$ cat src/rtl/negate_serial_if.sv
// negate_serial_if: start/busy/done handshake and data bus between control unit and negate_serial
interface negate_serial_if #(
  parameter int WIDTH = 32
);
  logic             start;
  logic [1:0]       mode;
  logic [WIDTH-1:0] Ra;
  logic [WIDTH-1:0] Rz;
  logic             busy;
  logic             done;
  logic             ovf;
  modport master (output start, mode, Ra, input Rz, busy, done, ovf);
  modport slave  (input start, mode, Ra, output Rz, busy, done, ovf);
endinterface

$ cat src/rtl/negate_serial.sv
// negate_serial: slice-serial two's-complement pass/negate/abs/neg-abs unit with overflow flag
module negate_serial #(
  parameter int WIDTH = 32,
  parameter int CHUNK = 8
) (
  input logic            clk,
  input logic            clr_n,
  negate_serial_if.slave bus
);
  localparam int NSLICE = WIDTH / CHUNK;
  localparam int SW = NSLICE > 1 ? $clog2(NSLICE) : 1;
  localparam logic [WIDTH-1:0] MN = {1'b1, {(WIDTH-1){1'b0}}};
  localparam logic [1:0] IDLE = 2'd0, RUN = 2'd1, DONE = 2'd2;
  logic [1:0]       state_q, state_d;
  logic [WIDTH-1:0] op_q, op_d, res_q, res_d, rz_q, rz_d, res_n;
  logic [SW-1:0]    slice_q, slice_d;
  logic             inv_q, inv_d, carry_q, carry_d, mn_q, mn_d, ovf_q, ovf_d;
  logic [CHUNK:0]   sum;
  logic             go, run, last, inv_n;
  // Slice adder, handshake decode and next-state selection
  always_comb begin
    sum = {1'b0, op_q[CHUNK-1:0] ^ {CHUNK{inv_q}}} + (CHUNK+1)'(carry_q);
    res_n = (res_q >> CHUNK) | (WIDTH'(sum[CHUNK-1:0]) << (WIDTH - CHUNK));
    run = state_q == RUN;
    go = bus.start & ~run;
    last = slice_q == SW'(NSLICE - 1);
    inv_n = (bus.mode == 2'b01) | (bus.mode == 2'b10 & bus.Ra[WIDTH-1]) | (bus.mode == 2'b11 & ~bus.Ra[WIDTH-1]);
    state_d = go ? RUN : run ? (last ? DONE : RUN) : IDLE;
    op_d = go ? bus.Ra : run ? op_q >> CHUNK : op_q;
    res_d = run ? res_n : res_q;
    inv_d = go ? inv_n : inv_q;
    carry_d = go ? inv_n : run ? sum[CHUNK] : carry_q;
    slice_d = go ? '0 : run ? SW'(slice_q + 1'b1) : slice_q;
    mn_d = go ? inv_n & (bus.Ra == MN) : mn_q;
    rz_d = run & last ? res_n : rz_q;
    ovf_d = run & last ? mn_q : ovf_q;
  end
  // State registers with synchronous active-low clear
  always_ff @(posedge clk) begin
    if (!clr_n) begin
      state_q <= IDLE;
      op_q    <= '0;
      res_q   <= '0;
      rz_q    <= '0;
      slice_q <= '0;
      inv_q   <= 1'b0;
      carry_q <= 1'b0;
      mn_q    <= 1'b0;
      ovf_q   <= 1'b0;
    end else begin
      state_q <= state_d;
      op_q    <= op_d;
      res_q   <= res_d;
      rz_q    <= rz_d;
      slice_q <= slice_d;
      inv_q   <= inv_d;
      carry_q <= carry_d;
      mn_q    <= mn_d;
      ovf_q   <= ovf_d;
    end
  end
  assign bus.Rz   = rz_q;
  assign bus.busy = state_q == RUN;
  assign bus.done = state_q == DONE;
  assign bus.ovf  = ovf_q;
endmodule

$ cat src/flat_wrapper.sv
// flat-port wrapper written by rule: the top's interface ports become plain ports
module negate_serial_flat 
#(
  parameter int WIDTH = 32,
  parameter int CHUNK = 8
)
  (clk, clr_n, bus_start, bus_mode, bus_Ra, bus_Rz, bus_busy, bus_done, bus_ovf);
  negate_serial_if #(.WIDTH(WIDTH)) bus_i ();
  input logic clk;
  input logic clr_n;
  input wire logic [$bits(bus_i.start)-1:0] bus_start;
  input wire logic [$bits(bus_i.mode)-1:0] bus_mode;
  input wire logic [$bits(bus_i.Ra)-1:0] bus_Ra;
  output wire logic [$bits(bus_i.Rz)-1:0] bus_Rz;
  output wire logic [$bits(bus_i.busy)-1:0] bus_busy;
  output wire logic [$bits(bus_i.done)-1:0] bus_done;
  output wire logic [$bits(bus_i.ovf)-1:0] bus_ovf;
  assign bus_i.start = bus_start;
  assign bus_i.mode = bus_mode;
  assign bus_i.Ra = bus_Ra;
  assign bus_Rz = bus_i.Rz;
  assign bus_busy = bus_i.busy;
  assign bus_done = bus_i.done;
  assign bus_ovf = bus_i.ovf;
  negate_serial #(.WIDTH(WIDTH), .CHUNK(CHUNK)) u_core (.clk(clk), .clr_n(clr_n), .bus(bus_i));
endmodule
$ cat config.mk
export PLATFORM = sky130hd
export DESIGN_NAME = negate_serial_flat
export DESIGN_NICKNAME = d
export VERILOG_FILES = /design/src/rtl/negate_serial_if.sv /design/src/rtl/negate_serial.sv /design/src/flat_wrapper.sv
export SDC_FILE = /design/constraint.sdc
export NUM_CORES = 1
export LEC_CHECK = 0
export CAP_MARGIN = 10
export CORE_ASPECT_RATIO = 1.1
export CORE_MARGIN = 2
export CORE_UTILIZATION = 30
export DETAILED_ROUTE_END_ITERATION = 6
export MAX_ROUTING_LAYER = met4
export SLEW_MARGIN = 10
export SYNTH_ARGS = -nofsm -noshare
export SYNTH_HDL_FRONTEND = slang
export SYNTH_SLANG_ARGS = --single-unit
$ cat constraint.sdc
create_clock -name clk -period 7.5 [get_ports clk]
set_input_delay 1.5 -clock clk [delete_from_list [all_inputs] [get_ports clk]]
set_output_delay 1.5 -clock clk [all_outputs]
set_load 0.01 [all_outputs]
==> results.rst, run 1 <==
.. list-table::
   :header-rows: 1

   * - Metric
     - Value
   * - Via density
     - about 5.0
   * - CP Capture Type
     - output port
   * - Synth-to-Final Area Change
     - 27.26%
   * - Area taken by flip-flops and latches
     - 0.001922 sq mm
   * - Number of buffers inserted by port buffering
     - 71
   * - Final routed wire length divided by cell count
     - 14.35 um
   * - Clock input transition at the sequential cells of the worst setup and hold paths
     - 70 ps
   * - Slew headroom
     - 0.3136
   * - Number of nets still failing antenna checks after routing
     - 0
   * - Slowest stage cell on the critical path
     - sky130_fd_sc_hd__clkdlybuf4s50_1
   * - Gate count after technology mapping
     - 409
   * - Floorplan die width
     - 113.3 um
   * - Syn nets
     - approximately 450
   * - Startpoint type of the worst setup path
     - register
   * - Async set-or-reset flop fraction in the synthesized netlist
     - 0
   * - Crit Path Category
     - reg2out
   * - Count of vias placed by the detailed router
     - ~3,100
   * - Transition time of the tightest slew-check pin
     - 1030 ps
   * - Vias in the first global route
     - 2,944
   * - Time the final worst path needs with I/O delays and setup
     - 3709 ps
   * - Area used by multi-input combinational logic
     - ~0.0019 sq mm
   * - Hpwl dp
     - 6231 um
   * - Number of endpoints with negative hold slack in the final report
     - 0
   * - Antenna violations before repair
     - 0
   * - Setup fix buffers added after clock tree synthesis
     - 0
   * - Top-Level Pins
     - 72
   * - Clock root buffer
     - sky130_fd_sc_hd__clkbuf_16
   * - Seq cells post-synth
     - 96
   * - Crit-path cells
     - nand2b_2 > clkinv_1 > clkdlybuf4s50_1
   * - Total power divided by cell area
     - between 200 and 250 mW/mm^2
   * - Setup repair after global routing missed its margin
     - no
   * - Worst hold-check path type
     - reg2reg
   * - Total GRT Usage
     - 0.1320
   * - Number of endpoints failing setup at the final stage
     - 0
   * - Maximum count of clock buffers along a single path
     - 2
   * - Run status
     - completed
   * - Worst clock skew
     - 9.760 ps
   * - Highest net fanout along the worst path
     - 34
   * - Flop-to-flop setup slack
     - 4680 ps
   * - Number of different library cells in the post-synthesis netlist
     - 37
   * - Placeable Area
     - ~0.013 sq mm
   * - Ant. Diodes
     - 0
   * - Clock tree from TritonCTS
     - built
   * - Leakage Power
     - 2.107 nW
   * - Synth area leaders
     - sky130_fd_sc_hd__dfxtp_1 (49%), sky130_fd_sc_hd__mux2i_1 (8.1%), sky130_fd_sc_hd__nand2_1 (7.3%)
   * - Maximum number of pins on one net before global-route repair
     - 74
   * - Routability Congestion
     - 0.8117
   * - Average size of a mapped cell
     - 9.639 sq um
   * - Sinks on Clock Net
     - 96
   * - Total of warnings raised by yosys
     - 0
   * - Largest incremental delay on the critical path
     - around 730 ps
   * - Final core utilization
     - 0.3952
   * - Required time at the endpoint of the critical path
     - 6000 ps
   * - Number of gates resized after cts
     - 0
   * - Starting DRT DRC Count
     - 151
   * - Detailed-route DRC error count
     - 0
   * - Fraction of the cycle the final worst path needs
     - 0.4945
   * - Count of H-tree levels built during CTS
     - 3
   * - CTS buffer count
     - 9
   * - Post-synthesis cell area
     - roughly 0.004 sq mm
   * - Fraction of layout cells with a size suffix above 1
     - 0.05353
   * - Post-synth top flop
     - sky130_fd_sc_hd__dfxtp_1
   * - Worst ir drop on vdd
     - 0.09941 mV
   * - Setup TNS
     - 0 ps
   * - Post-synth EDFFs
     - 0
   * - Top cell type by total area after synthesis
     - sky130_fd_sc_hd__dfxtp_1
   * - Arrival time at the worst endpoint
     - 2210 ps
   * - Sequential cell area fraction in the yosys report
     - 0.4875
   * - Post-layout net count
     - about 500
   * - Number of iterations in the first detailed-routing pass
     - 4
   * - Filler Cells Inserted
     - 1,259
   * - Number of hold buffers added after CTS
     - 0
   * - Clock latency on the worst-skew pair
     - about 340 ps
   * - Number of placement rows
     - 43
   * - Highest clock rate
     - between 0.2 and 0.3 GHz
   * - Number of pins exceeding their max-slew limit in the final report
     - 0
   * - Area fraction of the dominant cell type after synthesis
     - 0.4875
   * - Initial Utilization
     - 0.3105
   * - Die ar.
     - around 0.014 sq mm
   * - Max-capacitance violation count
     - 0
   * - Post-Route WL
     - ~9000 um
   * - Y dimension of the die
     - 124.2 um
   * - Residual overflow from global routing
     - 0
   * - First-pass GRT wire length
     - 14,700 um
[cell usage after synthesis, types with 3 or more instances]
cell	count
sky130_fd_sc_hd__nand2_1	77
sky130_fd_sc_hd__nor2_1	16
sky130_fd_sc_hd__xnor2_1	6
sky130_fd_sc_hd__a21oi_1	11
sky130_fd_sc_hd__nand4_1	3
sky130_fd_sc_hd__o21ai_0	10
sky130_fd_sc_hd__buf_2	9
sky130_fd_sc_hd__a21boi_0	21
sky130_fd_sc_hd__nor3_1	3
sky130_fd_sc_hd__dfxtp_1	96
sky130_fd_sc_hd__o211a_1	25
sky130_fd_sc_hd__nand2b_1	4
sky130_fd_sc_hd__mux2i_1	32
sky130_fd_sc_hd__ha_1	3
sky130_fd_sc_hd__nor4_1	8
sky130_fd_sc_hd__nand3_1	8
sky130_fd_sc_hd__nor2b_1	5
sky130_fd_sc_hd__a22o_1	29
sky130_fd_sc_hd__clkbuf_1	20
sky130_fd_sc_hd__xor2_1	5
[cell families after synthesis]
family / synth area share
adder cells (fa/ha/maj): 0.009522
multiplexers: 0.08124
buffers and inverters: 0.03808
AND/OR/NAND/NOR: 0.1504
AO/OA/AOI/OAI: 0.2088
flip-flops: 0.4875
XOR/XNOR: 0.02444
[registers in the layout, indices dropped and copies added (netlist names)]
| name | flops |
|---|---|
| u_core.op_q | 32 |
| u_core.res_q | 24 |
| u_core.bus.ovf | 1 |
| u_core.state_q | 2 |
| u_core.carry_q | 1 |
| u_core.inv_q | 1 |
| u_core.mn_q | 1 |
| u_core.slice_q | 2 |
| u_core.bus.Rz | 32 |
[placed cells by master (no fill, tap or decap), types with 8 or more instances in the layout]
| cell type | synthesis | layout |
|---|---|---|
| sky130_fd_sc_hd__a21boi_0 | 21 | 21 |
| sky130_fd_sc_hd__a21oi_1 | 11 | 11 |
| sky130_fd_sc_hd__a22o_1 | 29 | 29 |
| sky130_fd_sc_hd__clkbuf_16 | 0 | 9 |
| sky130_fd_sc_hd__clkdlybuf4s50_1 | 0 | 70 |
| sky130_fd_sc_hd__dfxtp_1 | 96 | 96 |
| sky130_fd_sc_hd__mux2i_1 | 32 | 32 |
| sky130_fd_sc_hd__nand2_1 | 77 | 77 |
| sky130_fd_sc_hd__nand3_1 | 8 | 8 |
| sky130_fd_sc_hd__nor2_1 | 16 | 16 |
| sky130_fd_sc_hd__nor4_1 | 8 | 8 |
| sky130_fd_sc_hd__o211a_1 | 25 | 25 |
| sky130_fd_sc_hd__o21ai_0 | 10 | 10 |
[cell type report]
class / instances / share of cell area
multi-input combinational: 279 / 0.3741
sequential: 96 / 0.3830
tap: 157 / 0.03915
inverter: 2 / 0.001496
timing repair buffer: 74 / 0.1451
clock inverter: 7 / 0.01222
clock buffer: 9 / 0.04489
[worst paths after layout]
kind	start	to	cells after the start
setup / recovery	u_core.state_q[1]$_SDFF_PP0_	bus_busy	3
hold / removal	u_core.res_q[9]$_SDFFE_PN0P_	u_core.res_q[9]$_SDFFE_PN0P_	2
setup reg to reg	u_core.inv_q$_SDFFE_PN0P_	u_core.res_q[30]$_SDFFE_PN0P_	8
hold reg to reg	u_core.res_q[9]$_SDFFE_PN0P_	u_core.res_q[9]$_SDFFE_PN0P_	2
[critical path, delay by kind of cell, from the launching register on]
| kind | cells | cell delay [ps] |
|---|---|---|
| flip-flops | 1 | 310 |
| AND/OR/NAND/NOR | 1 | 120 |
| buffers and inverters | 2 | 1430 |
[power breakdown]
group          internal, mW  switching [mW]
clock                 0.232           0.210
sequential            0.530          0.0203
combinational        0.0549          0.0574
[metrics by stage]
| step | hold WS (ps) | instances | total power, mW | setup WS, ps | cell area (sq um) |
|---|---|---|---|---|---|
| floorplan | 442.1 | 409 | 0.6323 | 4956 | 3943 |
| global placement | 449.3 | 608 | 0.6723 | 3733 | 4731 |
| detailed placement | 458.7 | 608 | 0.6746 | 3700 | 4731 |
| CTS | 472.5 | 624 | 1.116 | 3748 | 5017 |
| global route | 490.6 | 624 | 1.154 | 3605 | 5017 |
| finish | 465.3 | 624 | 1.104 | 3791 | 5017 |
[layer usage]
layer | vias up | track usage | wire (um)
met4 | 0 | 0.03443 | 95
met1 | 1429 | 0.1749 | 4251
met2 | 94 | 0.2064 | 4147
met5 | - | - | 0
met3 | 8 | 0.02632 | 458
li1 | 1572 | - | -
No activity file was read; power rests on OpenSTA's default activity.
==> run 2: changes to the inputs <==
clock period = 3.1 ns   (was 7.5 ns; I/O delays follow)
==> results.rst, run 2 (same netlist as run 1, synthesis figures left out) <==
.. list-table::
   :header-rows: 1

   * - Metric
     - Value
   * - Crit Path Category
     - reg2reg
   * - First-pass GRT wire length
     - 15,460 um (+5.2%)
   * - Hold path startpoint
     - u_core.bus.Rz[28]$_SDFFE_PN0P_
   * - Number of gates resized after cts
     - 0 (unchanged)
   * - Startpoint type of the worst setup path
     - register
   * - Ant. Diodes
     - 0 (unchanged)
   * - Antenna violations before repair
     - 0 (unchanged)
   * - Floorplan die width
     - 113.3 um (unchanged)
   * - Run status
     - completed
   * - Worst hold-check path type
     - reg2reg
   * - CTS buffer count
     - 9 (unchanged)
   * - Starting DRT DRC Count
     - 161 (+6.6%)
   * - Clock latency on the worst-skew pair
     - 340 ps (about the same)
   * - Residual overflow from global routing
     - 0 (unchanged)
   * - Worst ir drop on vdd
     - 0.3271 mV (+230%)
   * - Flop-to-flop setup slack
     - 690 ps (-3990 ps)
   * - Sequential share of power
     - 0.504 (+0.006)
   * - Clock tree from TritonCTS
     - built
   * - Die ar.
     - 0.01408 sq mm (unchanged)
   * - Clock input transition at the sequential cells of the worst setup and hold paths
     - 70 ps (about the same)
   * - Y dimension of the die
     - 124.2 um (unchanged)
   * - Final core utilization
     - 0.3970 (+0.001872)
   * - Reg2Reg Launch Point
     - u_core.op_q[0]$_SDFFE_PN0P_
   * - Routability Congestion
     - 0.7566 (-6.8%)
   * - Synth-to-Final Area Change
     - 27.86%
   * - Final Total Pwr
     - 2.635 mW (+140%)
   * - Clock root buffer
     - sky130_fd_sc_hd__clkbuf_16
   * - CP Capture Type
     - register
   * - Total power divided by cell area
     - 522.8 mW/mm^2 (+140%)
   * - Slowest stage cell on the critical path
     - sky130_fd_sc_hd__or4b_4
   * - Maximum number of pins on one net before global-route repair
     - 56 (-24%)
   * - Placeable Area
     - 0.01270 sq mm (unchanged)
   * - Setup repair after global routing missed its margin
     - no
   * - Fraction of layout cells with a size suffix above 1
     - 0.06144 (+0.007907)
   * - Number of pins exceeding their max-slew limit in the final report
     - 0 (unchanged)
   * - Hpwl dp
     - 6723 um (+7.9%)
   * - Post-layout net count
     - 507 (+1.0%)
   * - Initial Utilization
     - 0.3105 (unchanged)
   * - Delay-heaviest family, CP
     - adder cells
   * - Most common cell after layout, fill and taps aside
     - sky130_fd_sc_hd__dfxtp_1
   * - Vias in the first global route
     - 3,089 (+4.9%)
   * - Sw Ratio
     - 0.2535 (-0.006915)
   * - Number of endpoints failing setup at the final stage
     - 0 (unchanged)
   * - Share of power burned in combinational logic
     - 0.106 (+0.004)
   * - Post-Route WL
     - 9308 um (+4.0%)
   * - Setup TNS
     - 0 ps (unchanged)
   * - Worst hold path cell count
     - 2 (unchanged)
   * - Highest net fanout along the worst path
     - 7 (-79%)
   * - Transition time of the tightest slew-check pin
     - 541.5 ps (-488.2 ps)
   * - Top-Level Pins
     - 72 (unchanged)
   * - Endpoint of the most critical register-to-register path
     - u_core.res_q[30]$_SDFFE_PN0P_
   * - Number of placement rows
     - 43 (unchanged)
   * - Worst path bufs/invs
     - 0 (-2)
   * - Crit-path cells
     - xor2_1 > ha_1 > ha_1 > or4b_4 > a22oi_2 > xor2_1 > nand2_1 > o211a_1
   * - Number of cells on the worst reg-to-reg path
     - 8 (unchanged)
   * - Setup fix buffers added after clock tree synthesis
     - 0 (unchanged)
   * - Worst hold path endpoint
     - u_core.bus.Rz[28]$_SDFFE_PN0P_
   * - Count of vias placed by the detailed router
     - 3,139 (+1.2%)
   * - Number of iterations in the first detailed-routing pass
     - 4 (unchanged)
   * - Number of endpoints with negative hold slack in the final report
     - 0 (unchanged)
   * - Total GRT Usage
     - 0.1401 (+0.008142)
   * - Count of H-tree levels built during CTS
     - 3 (unchanged)
   * - Number of hold buffers added after CTS
     - 0 (unchanged)
   * - Number of nets still failing antenna checks after routing
     - 0 (unchanged)
   * - Slew headroom
     - 0.6390 (+0.3254)
   * - Largest incremental delay on the critical path
     - 500 ps (-230 ps)
   * - Required time at the endpoint of the critical path
     - 3340 ps (-2660 ps)
   * - Maximum count of clock buffers along a single path
     - 2 (unchanged)
   * - Number of buffers inserted by port buffering
     - 71 (unchanged)
   * - # placed instances
     - 613 (+0.82%)
   * - Fraction of the cycle the final worst path needs
     - 0.7763
   * - Time the final worst path needs with I/O delays and setup
     - 2407 ps
   * - Arrival time at the worst endpoint
     - 2640 ps (+430 ps)
   * - Highest clock rate
     - 0.4155 GHz
   * - Via density
     - 4.990 (+0.36%)
   * - Power dissipated by switching net loads
     - 0.6680 mW (+130%)
   * - Sinks on Clock Net
     - 96 (unchanged)
   * - Leakage Power
     - 2.131 nW (+1.1%)
   * - Detailed-route DRC error count
     - 0 (unchanged)
   * - Filler Cells Inserted
     - 1,289 (+2.4%)
   * - Total internal power
     - 1.968 mW (+140%)
   * - Most used cells in the layout excluding fill and tap cells
     - sky130_fd_sc_hd__dfxtp_1 (96), sky130_fd_sc_hd__nand2_1 (77), sky130_fd_sc_hd__clkdlybuf4s50_1 (70)
   * - Layout Cells excl Fill
     - 629 (+0.80%)
   * - Max-capacitance violation count
     - 0 (unchanged)
   * - Clock network power share
     - 0.390 (-0.010)
   * - Final routed wire length divided by cell count
     - 14.80 um (+3.1%)
   * - Worst clock skew
     - 5.459 ps (-4.302 ps)
-- run 2: cell types whose count changed in the layout (fill, tap and decap cells not counted) --
cell                         change
sky130_fd_sc_hd__clkbuf_1        +1
sky130_fd_sc_hd__clkinvlp_4      -1
sky130_fd_sc_hd__inv_6           -1
sky130_fd_sc_hd__buf_4           +5
sky130_fd_sc_hd__clkinv_2        +2
sky130_fd_sc_hd__inv_8           -1
-- run 2: worst max-delay path by stage --
stage,to,slack [ps],depth (start not counted),start
finish,u_core.res_q[30]$_SDFFE_PN0P_,690,8,u_core.op_q[0]$_SDFFE_PN0P_
global route,u_core.res_q[30]$_SDFFE_PN0P_,530,8,u_core.op_q[0]$_SDFFE_PN0P_
CTS,u_core.res_q[30]$_SDFFE_PN0P_,660,8,u_core.inv_q$_SDFFE_PN0P_
detailed placement,u_core.res_q[30]$_SDFFE_PN0P_,690,8,u_core.inv_q$_SDFFE_PN0P_
global placement,u_core.res_q[30]$_SDFFE_PN0P_,730,8,u_core.op_q[0]$_SDFFE_PN0P_
floorplan,u_core.res_q[30]$_SDFFE_PN0P_,560,10,u_core.inv_q$_SDFFE_PN0P_
-- run 2: layout make-up --
type | count | area [sq um] | share of cell area
flip-flops and latches | 96 | 1922 | 0.3812
multi-input cells | 279 | 1877 | 0.3723
repair buffers | 79 | 765.7 | 0.1519
clock buffers | 10 | 229.0 | 0.04542
well taps | 157 | 196.4 | 0.03897
clock inverters | 6 | 43.79 | 0.008687
inverters | 2 | 7.507 | 0.001489
-- run 2: power by group through the flow --
stage               Sequential [mW]  Combinational, mW  Clock, mW
floorplan                      1.33              0.195          0
global placement               1.35              0.277          0
detailed placement             1.36              0.281          0
CTS                            1.33              0.282       1.05
global route                   1.33              0.311       1.11
finish                         1.33              0.280       1.03
-- run 2: metrics by stage --
| step | cell area, sq um | setup WS (ps) | hold WS [ps] |
|---|---|---|---|
| 6_report | 5041 | 693.4 | 469.4 |
| 5_1_grt | 5041 | 532.8 | 495.9 |
| 4_1_cts | 5041 | 662.3 | 472.1 |
| 3_5_place_dp | 4768 | 687.1 | 459.2 |
| 3_3_place_gp | 4768 | 732.4 | 455.1 |
| 2_1_floorplan | 3943 | 555.6 | 442.1 |
-- run 2: worst reg2reg max path: cells and delay by family (launching register included) --
kind	cells	cell delay, ps
fa+ha+maj	2	660
xor+xnor	2	420
simple gates	2	590
compound gates	2	280
flops	1	360
-- run 2: per-layer routing --
metal / vias up / GRT usage / wire length [um]
li1: 1573 / - / -
met1: 1482 / 0.1750 / 4421
met2: 75 / 0.2258 / 4407
met3: 9 / 0.03606 / 402
met4: 0 / 0.03659 / 77
met5: - / - / 0
